$ cat src/rtl/fpu_pkg.sv
// Shared definitions for the FP sequencer and the multi-cycle unit wrappers:
// op-class encoding, sequencer states and per-class latencies.
package fpu_pkg;

    localparam int unsigned ADD_LAT  = 3;
    localparam int unsigned MUL_LAT  = 4;
    localparam int unsigned FMA_LAT  = 5;
    localparam int unsigned DIV_LAT  = 12;
    localparam int unsigned SQRT_LAT = 16;
    localparam int          CNT_W    = 5;

    typedef enum logic [2:0] {
        CLS_NONE = 3'd0,
        CLS_ADD  = 3'd1,
        CLS_MUL  = 3'd2,
        CLS_FMA  = 3'd3,
        CLS_DIV  = 3'd4,
        CLS_SQRT = 3'd5
    } fpu_class_e;

    typedef enum logic [1:0] {
        S_IDLE,
        S_RUN,
        S_DONE
    } seq_state_e;

    // Codes 6 and 7 are undefined and behave like NONE.
    function automatic fpu_class_e to_class(logic [2:0] raw);
        case (raw)
            3'd1:    return CLS_ADD;
            3'd2:    return CLS_MUL;
            3'd3:    return CLS_FMA;
            3'd4:    return CLS_DIV;
            3'd5:    return CLS_SQRT;
            default: return CLS_NONE;
        endcase
    endfunction

    function automatic int unsigned lat_of(fpu_class_e c);
        case (c)
            CLS_ADD:  return ADD_LAT;
            CLS_MUL:  return MUL_LAT;
            CLS_FMA:  return FMA_LAT;
            CLS_DIV:  return DIV_LAT;
            CLS_SQRT: return SQRT_LAT;
            default:  return 1;
        endcase
    endfunction

    function automatic logic [4:0] start_mask(fpu_class_e c);
        case (c)
            CLS_ADD:  return 5'b00001;
            CLS_MUL:  return 5'b00010;
            CLS_FMA:  return 5'b00100;
            CLS_DIV:  return 5'b01000;
            CLS_SQRT: return 5'b10000;
            default:  return 5'b00000;
        endcase
    endfunction

endpackage

$ cat src/rtl/fpu_sequencer_if.sv
// EX-side handshake between the decode/issue logic and the FP sequencer.
interface fpu_sequencer_if;

    logic        issue_valid;
    logic [2:0]  issue_class;
    logic [4:0]  issue_rd;
    logic        kill;
    logic        hold;
    logic        busy;
    logic [4:0]  unit_start;
    logic        unit_abort;
    logic [2:0]  res_sel;
    logic        result_valid;
    logic [4:0]  result_rd;
    logic [31:0] retired;

    modport master (
        output issue_valid, issue_class, issue_rd, kill, hold,
        input  busy, unit_start, unit_abort, res_sel, result_valid, result_rd, retired
    );

    modport slave (
        input  issue_valid, issue_class, issue_rd, kill, hold,
        output busy, unit_start, unit_abort, res_sel, result_valid, result_rd, retired
    );

endinterface

$ cat src/rtl/fpu_lat_counter.sv
// Down-counter timing the selected unit's latency; zero marks the last RUN cycle.
module fpu_lat_counter #(
    parameter int W = 5
) (
    input  logic         clk,
    input  logic         rst,
    input  logic         clr,
    input  logic         load,
    input  logic [W-1:0] load_val,
    input  logic         dec,
    output logic         zero
);

    logic [W-1:0] cnt;

    // NOTE: sequential state is written with <= only, so every register samples pre-edge values.
    always_ff @(posedge clk) begin
        if (rst || clr) begin
            cnt <= '0;
        end else if (load) begin
            cnt <= load_val;
        end else if (dec && cnt != '0) begin
            cnt <= cnt - 1'b1;
        end
    end

    assign zero = (cnt == '0);

endmodule

$ cat src/rtl/fpu_sequencer.sv
// EX-stage controller for the multi-cycle FP units: one op in flight,
// start pulse, latency count, result presentation, kill and hold handling.
module fpu_sequencer
    import fpu_pkg::*;
(
    input  logic           clk,
    input  logic           rst,
    fpu_sequencer_if.slave bus
);

    seq_state_e       state;
    fpu_class_e       issue_cls;
    fpu_class_e       cls_q;
    logic [4:0]       rd_q;
    logic [4:0]       start_q;
    logic             abort_q;
    logic [31:0]      retired_q;
    logic             accept;
    logic             cnt_zero;
    logic [CNT_W-1:0] load_val;

    // NOTE: each always_comb output is assigned a default first so no path infers a latch.
    always_comb begin
        issue_cls = to_class(bus.issue_class);
        accept    = 1'b0;
        if (state == S_IDLE && bus.issue_valid && !bus.kill && issue_cls != CLS_NONE) begin
            accept = 1'b1;
        end
        load_val = CNT_W'(lat_of(issue_cls) - 1);
    end

    fpu_lat_counter #(.W(CNT_W)) u_lat_counter (
        .clk      (clk),
        .rst      (rst),
        .clr      (bus.kill),
        .load     (accept),
        .load_val (load_val),
        .dec      (state == S_RUN),
        .zero     (cnt_zero)
    );

    always_ff @(posedge clk) begin
        if (rst) begin
            state     <= S_IDLE;
            cls_q     <= CLS_NONE;
            rd_q      <= '0;
            start_q   <= '0;
            abort_q   <= 1'b0;
            retired_q <= '0;
        end else begin
            start_q <= '0;
            abort_q <= 1'b0;
            if (bus.kill) begin
                // Only an op actually executing in a unit needs aborting.
                state   <= S_IDLE;
                abort_q <= (state == S_RUN);
            end else begin
                case (state)
                    S_IDLE: begin
                        if (accept) begin
                            state   <= S_RUN;
                            cls_q   <= issue_cls;
                            rd_q    <= bus.issue_rd;
                            start_q <= start_mask(issue_cls);
                        end
                    end
                    S_RUN: begin
                        if (cnt_zero) begin
                            state <= S_DONE;
                        end
                    end
                    S_DONE: begin
                        // The issuing instruction is still on issue_valid here; leaving
                        // through IDLE guarantees it is never issued a second time.
                        if (!bus.hold) begin
                            state     <= S_IDLE;
                            retired_q <= retired_q + 32'd1;
                        end
                    end
                    default: state <= S_IDLE;
                endcase
            end
        end
    end

    assign bus.busy         = accept || (state == S_RUN);
    assign bus.result_valid = (state == S_DONE) && !bus.kill;
    assign bus.unit_start   = start_q;
    assign bus.unit_abort   = abort_q;
    assign bus.res_sel      = cls_q;
    assign bus.result_rd    = rd_q;
    assign bus.retired      = retired_q;

endmodule

$ cat src/flat_wrapper.sv
// flat-port wrapper written by rule: the top's interface ports become plain ports
module fpu_sequencer_flat import fpu_pkg::*;
  (clk, rst, bus_issue_valid, bus_issue_class, bus_issue_rd, bus_kill, bus_hold, bus_busy, bus_unit_start, bus_unit_abort, bus_res_sel, bus_result_valid, bus_result_rd, bus_retired);
  fpu_sequencer_if bus_i ();
  input  logic clk;
  input  logic rst;
  input wire logic [$bits(bus_i.issue_valid)-1:0] bus_issue_valid;
  input wire logic [$bits(bus_i.issue_class)-1:0] bus_issue_class;
  input wire logic [$bits(bus_i.issue_rd)-1:0] bus_issue_rd;
  input wire logic [$bits(bus_i.kill)-1:0] bus_kill;
  input wire logic [$bits(bus_i.hold)-1:0] bus_hold;
  output wire logic [$bits(bus_i.busy)-1:0] bus_busy;
  output wire logic [$bits(bus_i.unit_start)-1:0] bus_unit_start;
  output wire logic [$bits(bus_i.unit_abort)-1:0] bus_unit_abort;
  output wire logic [$bits(bus_i.res_sel)-1:0] bus_res_sel;
  output wire logic [$bits(bus_i.result_valid)-1:0] bus_result_valid;
  output wire logic [$bits(bus_i.result_rd)-1:0] bus_result_rd;
  output wire logic [$bits(bus_i.retired)-1:0] bus_retired;
  assign bus_i.issue_valid = bus_issue_valid;
  assign bus_i.issue_class = bus_issue_class;
  assign bus_i.issue_rd = bus_issue_rd;
  assign bus_i.kill = bus_kill;
  assign bus_i.hold = bus_hold;
  assign bus_busy = bus_i.busy;
  assign bus_unit_start = bus_i.unit_start;
  assign bus_unit_abort = bus_i.unit_abort;
  assign bus_res_sel = bus_i.res_sel;
  assign bus_result_valid = bus_i.result_valid;
  assign bus_result_rd = bus_i.result_rd;
  assign bus_retired = bus_i.retired;
  fpu_sequencer u_core (.clk(clk), .rst(rst), .bus(bus_i));
endmodule
$ cat config.mk
export PLATFORM = sky130hd
export DESIGN_NAME = fpu_sequencer_flat
export DESIGN_NICKNAME = d
export VERILOG_FILES = /design/src/rtl/fpu_pkg.sv /design/src/rtl/fpu_sequencer_if.sv /design/src/rtl/fpu_lat_counter.sv /design/src/rtl/fpu_sequencer.sv /design/src/flat_wrapper.sv
export SDC_FILE = /design/constraint.sdc
export NUM_CORES = 1
export LEC_CHECK = 0
export CAP_MARGIN = 20
export CORE_UTILIZATION = 44
export CTS_CLUSTER_DIAMETER = 50
export DETAILED_ROUTE_END_ITERATION = 6
export GPL_ROUTABILITY_DRIVEN = 0
export PLACE_DENSITY = 0.82
export RECOVER_POWER = 50
export SYNTH_ARGS = -nofsm -noshare
export SYNTH_HDL_FRONTEND = slang
export SYNTH_SLANG_ARGS = --single-unit
$ cat constraint.sdc
create_clock -name clk -period 2.4 [get_ports clk]
set_clock_uncertainty 0.1 [all_clocks]
set_input_delay 0.36 -clock clk [delete_from_list [all_inputs] [get_ports clk]]
set_output_delay 0.36 -clock clk [all_outputs]
set_load 0.1 [all_outputs]
Word level (Yosys, flattened, before mapping)
Index checks and enable logic that the tools add are counted.

Add/subtract/negate cells: 3. $mul: 0. Divide/modulo/power cells: 0. $lt $le $gt $ge: 0. Eq/ne operators: 15. Shifts and indexed selects: 0. Multiplexer cells: 10. Bitwise logic cells: 4. Reductions and logical operators: 19.

Operator list (count): one-hot mux 5 bit (5 select lines) (2); adder 32 x 1 -> 32 bit, second input constant (1); one-hot mux 3 bit (5 select lines) (1); == test 3 x 2 -> 1 bit, second input constant (4); == test 3 bit, second input constant (4); 2-to-1 mux 5 bit (2); subtractor 5 x 1 -> 5 bit, second input constant (2); AND reduction 3 bit (3); == test 3 x 1 -> 1 bit, second input constant (2); 2-to-1 mux 2 bit (3); one-hot mux 2 bit (3 select lines) (1); logical AND 1 bit (5); logical NOT 5 bit (1); nonzero test 5 bit (1); != test 2 x 1 -> 1 bit, second input constant (2); NOT 1 bit (4); OR reduction 2 bit (2); OR reduction 4 bit (1); nonzero test 3 bit (1); == test 2 x 1 -> 1 bit, second input constant (1); == test 2 bit, second input constant (1); logical NOT 2 bit (1); logical OR 1 bit (2); != test 2 bit, second input constant (1); other kinds (3) (3).

Flip-flop bits (word level): 53. Latch bits: 0. Memory bits (writable): 0. Bits in read-only memories: 0. Input port bits: 13. Output and inout bits: 48. Logic and storage cells: 58. Memories kept: 0.

Logic depth before layout (Yosys ltp)
Depth after elaboration: 7. Gate-level depth with buffers: 12. Depth with buffers taken out: 12.

By module
Synthesis repeated with hierarchy kept, for this count alone.

Cells, all modules: 295. Area total of the unflattened synthesis: 2575.0 sq um.

Modules (own cells, without submodules): fpu_sequencer (instances 1, cells an instance 257, area an instance 2264.7 sq um, seq. area each 960.9 sq um); fpu_lat_counter (instances 1, cells an instance 38, area an instance 310.3 sq um, seq. area each 100.1 sq um).

Least setup slack after synthesis
No wires, ideal clock.

Path kind: register -> output. Start point: register u_core.state[1]. End point: output bus_result_valid. Arrival time: 2597 ps. Data required time: 1940 ps. Setup slack: -657 ps. Cell stages (with the launch flop): 2. Path through: dfxtp_1 nor3b_1.

Word-level cells in the longest chain between the ends: 2.

Ends and longest elaborated chain: start, declared (line fpu_sequencer.sv:11) `seq_state_e state;`; start signal, assigned (line fpu_sequencer.sv:44) `state <= S_IDLE;`; start signal, assigned (line fpu_sequencer.sv:55) `state <= S_IDLE;`; start signal, assigned (line fpu_sequencer.sv:61) `state <= S_RUN;`; == test 2 bit (line fpu_sequencer.sv:87) `assign bus.result_valid = (state == S_DONE) && !bus.kill;`; logical AND 1 bit (line fpu_sequencer.sv:87); end, declared (line flat_wrapper.sv:16) `output wire logic [$bits(bus_i.result_valid)-1:0] bus_result_valid;`.

No other way between the ends.

Worst setup path in the final report
Start point: input bus_issue_valid. End point: register u_core.u_lat_counter.cnt[4].

Word-level cells in the longest chain between the ends: 5. Elaborated cells between the ends (all ways): 6. Classes of those cells: 2 x mux; 4 x reduce/logical.

Ends and longest elaborated chain: start, declared (line flat_wrapper.sv:7) `input wire logic [$bits(bus_i.issue_valid)-1:0] bus_issue_valid;`; logical AND 1 bit * (3 in a row) (line fpu_sequencer.sv:26) `if (state == S_IDLE && bus.issue_valid && !bus.kill && issue_cls != CLS_NONE) begin`; 2-to-1 mux 1 bit * (line fpu_sequencer.sv:26); 2-to-1 mux 5 bit / nonzero test 2 bit (equally long branches); end signal, assigned (line fpu_lat_counter.sv:21) `cnt <= load_val;`; end signal, assigned (line fpu_lat_counter.sv:23) `cnt <= cnt - 1'b1;`; end, declared (line fpu_lat_counter.sv:14) `logic [W-1:0] cnt;`.

Mark *: on every way between the ends. The rest lies on a longest branch, timed or not. A chain may end at the register's enable or synchronous reset.

==> flow_summary.json <==
{
  "outcome": "finished, final reports clean",
  "power.share.clock": 0.319,
  "power.share.sequential": 0.542,
  "first_global_vias": 2327,
  "htree_levels": 2,
  "power.internal_uw": 1210,
  "nNetsFinal": 395,
  "tritoncts": "yes",
  "maximum_number_of_pins_on_one_net_before_global_route_repair": 43,
  "clk_transition_reported_paths_ns": 0.09,
  "power.static_leakage_uw": 0.00133,
  "place_hpwl_microns": 4210,
  "post_synth.cell_area_avg_sq_um": 8.58,
  "design.core.area_sq_um": 5200,
  "ys.flop_type": "dfxtp_1",
  "hold_path.startpoint": "u_core.bus.result_rd[4]",
  "total_i_o_pin_count": 61,
  "start_util": 0.463,
  "globalRouteTotalUtil": 0.216,
  "dr_total_vias": 2280,
  "arrival_ns": 2.40,
  "worstMarginPinSlew_ns": 1.21,
  "final_antenna_net_count": 0,
  "root_buffer": "clkbuf_8",
  "grt-ovfl-total": 0,
  "final.period_utilization": 0.962,
  "end_kind": "flip-flop",
  "synth_adder_area_share": 0.0259,
  "cts_num_sinks": 53,
  "timing.hold.worst.class": "flip-flop to flip-flop",
  "synth.most_common_cell": "dfxtp_1",
  "syn2layout_area_growth_pct": 36.3,
  "total_switching_power_uw": 435,
  "routed_wl_microns": 5790,
  "port-buffer-count": 60,
  "postSynthRegisterBits": 53,
  "min_path_cells": 2,
  "cp-start-kind": "primary input",
  "largest_cells_by_area_after_synthesis": "dfxtp_1, xor2_1, nor2_1",
  "grt_antenna_before_repair": 0,
  "yosys-top-cells-count": "dfxtp_1, nor2_1, nand2_1, xor2_1, nand3_1",
  "synthArstFlopShare": 0,
  "crit_fanout": 6,
  "postSynthCellCount": 281,
  "clk-insertion-delay-late_ns": 0.30,
  "drt_drc_violations_left": 0,
  "yosys_warnings": 0,
  "detail_route.vias_per_cell": 5.09,
  "final-max-slew-violation-count": 0,
  "placement_rows": 26,
  "max_freq_mhz": 433,
  "post_synth_mux_area_share": 0.00415,
  "synthDominantCellAreaShare": 0.440,
  "final_report_hold_violation_count": 0,
  "count_of_hold_buffers_inserted_by_post_cts_repair": 0,
  "synth_top_family_by_area": "simple AND/OR/NAND/NOR gates",
  "die_area_sq_um": 5780,
  "num_antenna_cells": 0,
  "ir_drop_mv": 0.243,
  "r2r_cells": 10,
  "drt_initial_violations": 58,
  "shortest_clock_period_the_worst_path_allows_after_layout_ns": 2.31,
  "global_route_wire_length_before_repair_microns": 10300,
  "setup_viol": 0,
  "mappedNetlistArea_sq_um": 2410,
  "die_width_microns": 76.0,
  "final_core_utilization": 0.631,
  "compound_cell_area_share_of_the_yosys_netlist": 0.0898,
  "post_synthesis_simple_gate_area_fraction": 0.309,
  "yosys.cell_types.count": 43,
  "synth_nets": 299,
  "post-synth-top-area-cell": "dfxtp_1",
  "required_time_of_the_critical_path_ns": 2.49,
  "timing.max_slew.rel_slack": 0.199,
  "placement.cell_area_sq_um": 3280,
  "ctsLongestPathBuffers": 2,
  "netSwitchingFraction": 0.264,
  "drt-pass1-iter-count": 4,
  "synth_edf_count": 0,
  "vertical_die_dimension_microns": 76.0,
  "post_route_cells_drive_above_1_share": 0.238,
  "drv_cap": 0,
  "criticalPathCategory": "primary input to flip-flop",
  "grt_setup_unrepaired": "false",
  "setup.worst_path.start": "bus_issue_valid",
  "setup-tns-final_ns": 0,
  "reg2reg_setup_slack_ns": 0.16,
  "power_density_nw_per_um2": 502,
  "layout.cell_area.non_filler_sq_um": 3290,
  "synth-xor-area-share": 0.109,
  "comb_power_share": 0.140,
  "wire_per_inst_microns": 12.9,
  "cts_buffers": 5,
  "synth_sequential_area_ratio": 0.440,
  "worst_r2r_startpoint": "u_core.state[1]"
}
[final timing paths]
| path | end |
|---|---|
| worst max-delay path | u_core.u_lat_counter.cnt[4] |
| worst min register to register | u_core.bus.result_rd[4] |
| worst min-delay path | u_core.bus.result_rd[4] |
| worst max register to register | u_core.u_lat_counter.cnt[4] |
[worst max-delay path: stages]
cell,delay [ns]
clkdlybuf4s50_1,0.46
nor4b_4,0.20
buf_4,0.17
o31ai_4,0.09
a311o_1,0.33
o21ai_2,0.09
ha_2,0.19
inv_1,0.04
a211oi_2,0.20
a31o_1,0.18
a31oi_1,0.08
[final cells by class]
cell class	count	area, sq um
fill	477	1920
multi-input combinational	214	1360
sequential	53	1080
timing repair buffer	97	641
tap	70	87.6
clock buffer	6	82.6
inverter	6	22.5
clock inverter	2	13.8
[cell usage in the layout, fill, tap and decap left out, types with 2 or more instances in the layout]
cell and n:
nor2_1 51, dfxtp_1 41, clkbuf_1 38, buf_4 35, nand2_1 33, xor2_1 26
nand3_1 15, a21oi_1 12, dfxtp_2 12, nand4_1 10, clkdlybuf4s50_1 8, clkbuf_2 8
and3_1 7, clkbuf_8 6, or3_1 5, inv_1 4, o21ai_0 4, xnor2_1 4
or2_2 3, nor3_1 3, ha_1 3, buf_12 3, nor4b_4 2, inv_2 2
a21oi_2 2, or4_1 2, nor2b_1 2, nor3_4 2, dlymetal6s2s_1 2
[per-layer routing]
metal  global-route usage  wire length [microns]  vias up
li1                     -                      -     1150
met3               0.0551                    300        2
met1                0.240                   2440     1067
met2                0.405                   3020       61
met5                    0                      0        -
met4               0.0577                     27        0
[cells by family (layout without fill, tap and decap cells)]
| kind of cell | after synthesis | count (layout) |
|---|---|---|
| AOI/OAI and AO/OA | 33 | 33 |
| xor gates and xnor gates | 30 | 30 |
| adders and majority gates | 5 | 5 |
| buffers and inverters | 14 | 111 |
| DFF | 53 | 53 |
| muxes | 1 | 1 |
| and+or+nand+nor | 145 | 145 |
[repair_timing]
| item | CTS | global route |
|---|---|---|
| setup endpoints to repair | 3 | 4 |
| gates resized for setup | 8 | 8 |
| buffers inserted | 2 | 0 |
| pin swaps | 6 | 2 |
[flip-flops by register name, summed over array words and instances, names as in the netlist]
signal / cells
u_core.bus.unit_abort: 1
u_core.u_lat_counter.cnt: 5
u_core.bus.result_rd: 5
u_core.bus.retired: 32
u_core.bus.res_sel: 3
u_core.state: 2
u_core.bus.unit_start: 5
[power groups by stage]
| stage | Clock (uW) | Combinational, uW | Sequential [uW] |
|---|---|---|---|
| finish | 526 | 230 | 893 |
| global route | 591 | 246 | 895 |
| CTS | 546 | 230 | 894 |
| detailed placement | 0 | 222 | 913 |
| global placement | 0 | 217 | 913 |
| floorplan | 0 | 91.3 | 951 |
[metrics by stage]
stage	std cells	total power, uW	setup slack (ns)	hold slack [ns]
2_1_floorplan	281	1040	0.0106	0.370
3_3_place_gp	438	1130	-0.353	0.343
3_5_place_dp	438	1140	-0.438	0.351
4_1_cts	448	1670	0.00498	0.365
5_1_grt	448	1730	0.0137	0.385
6_report	448	1650	0.0901	0.358
No activity file was read; power rests on OpenSTA's default activity.
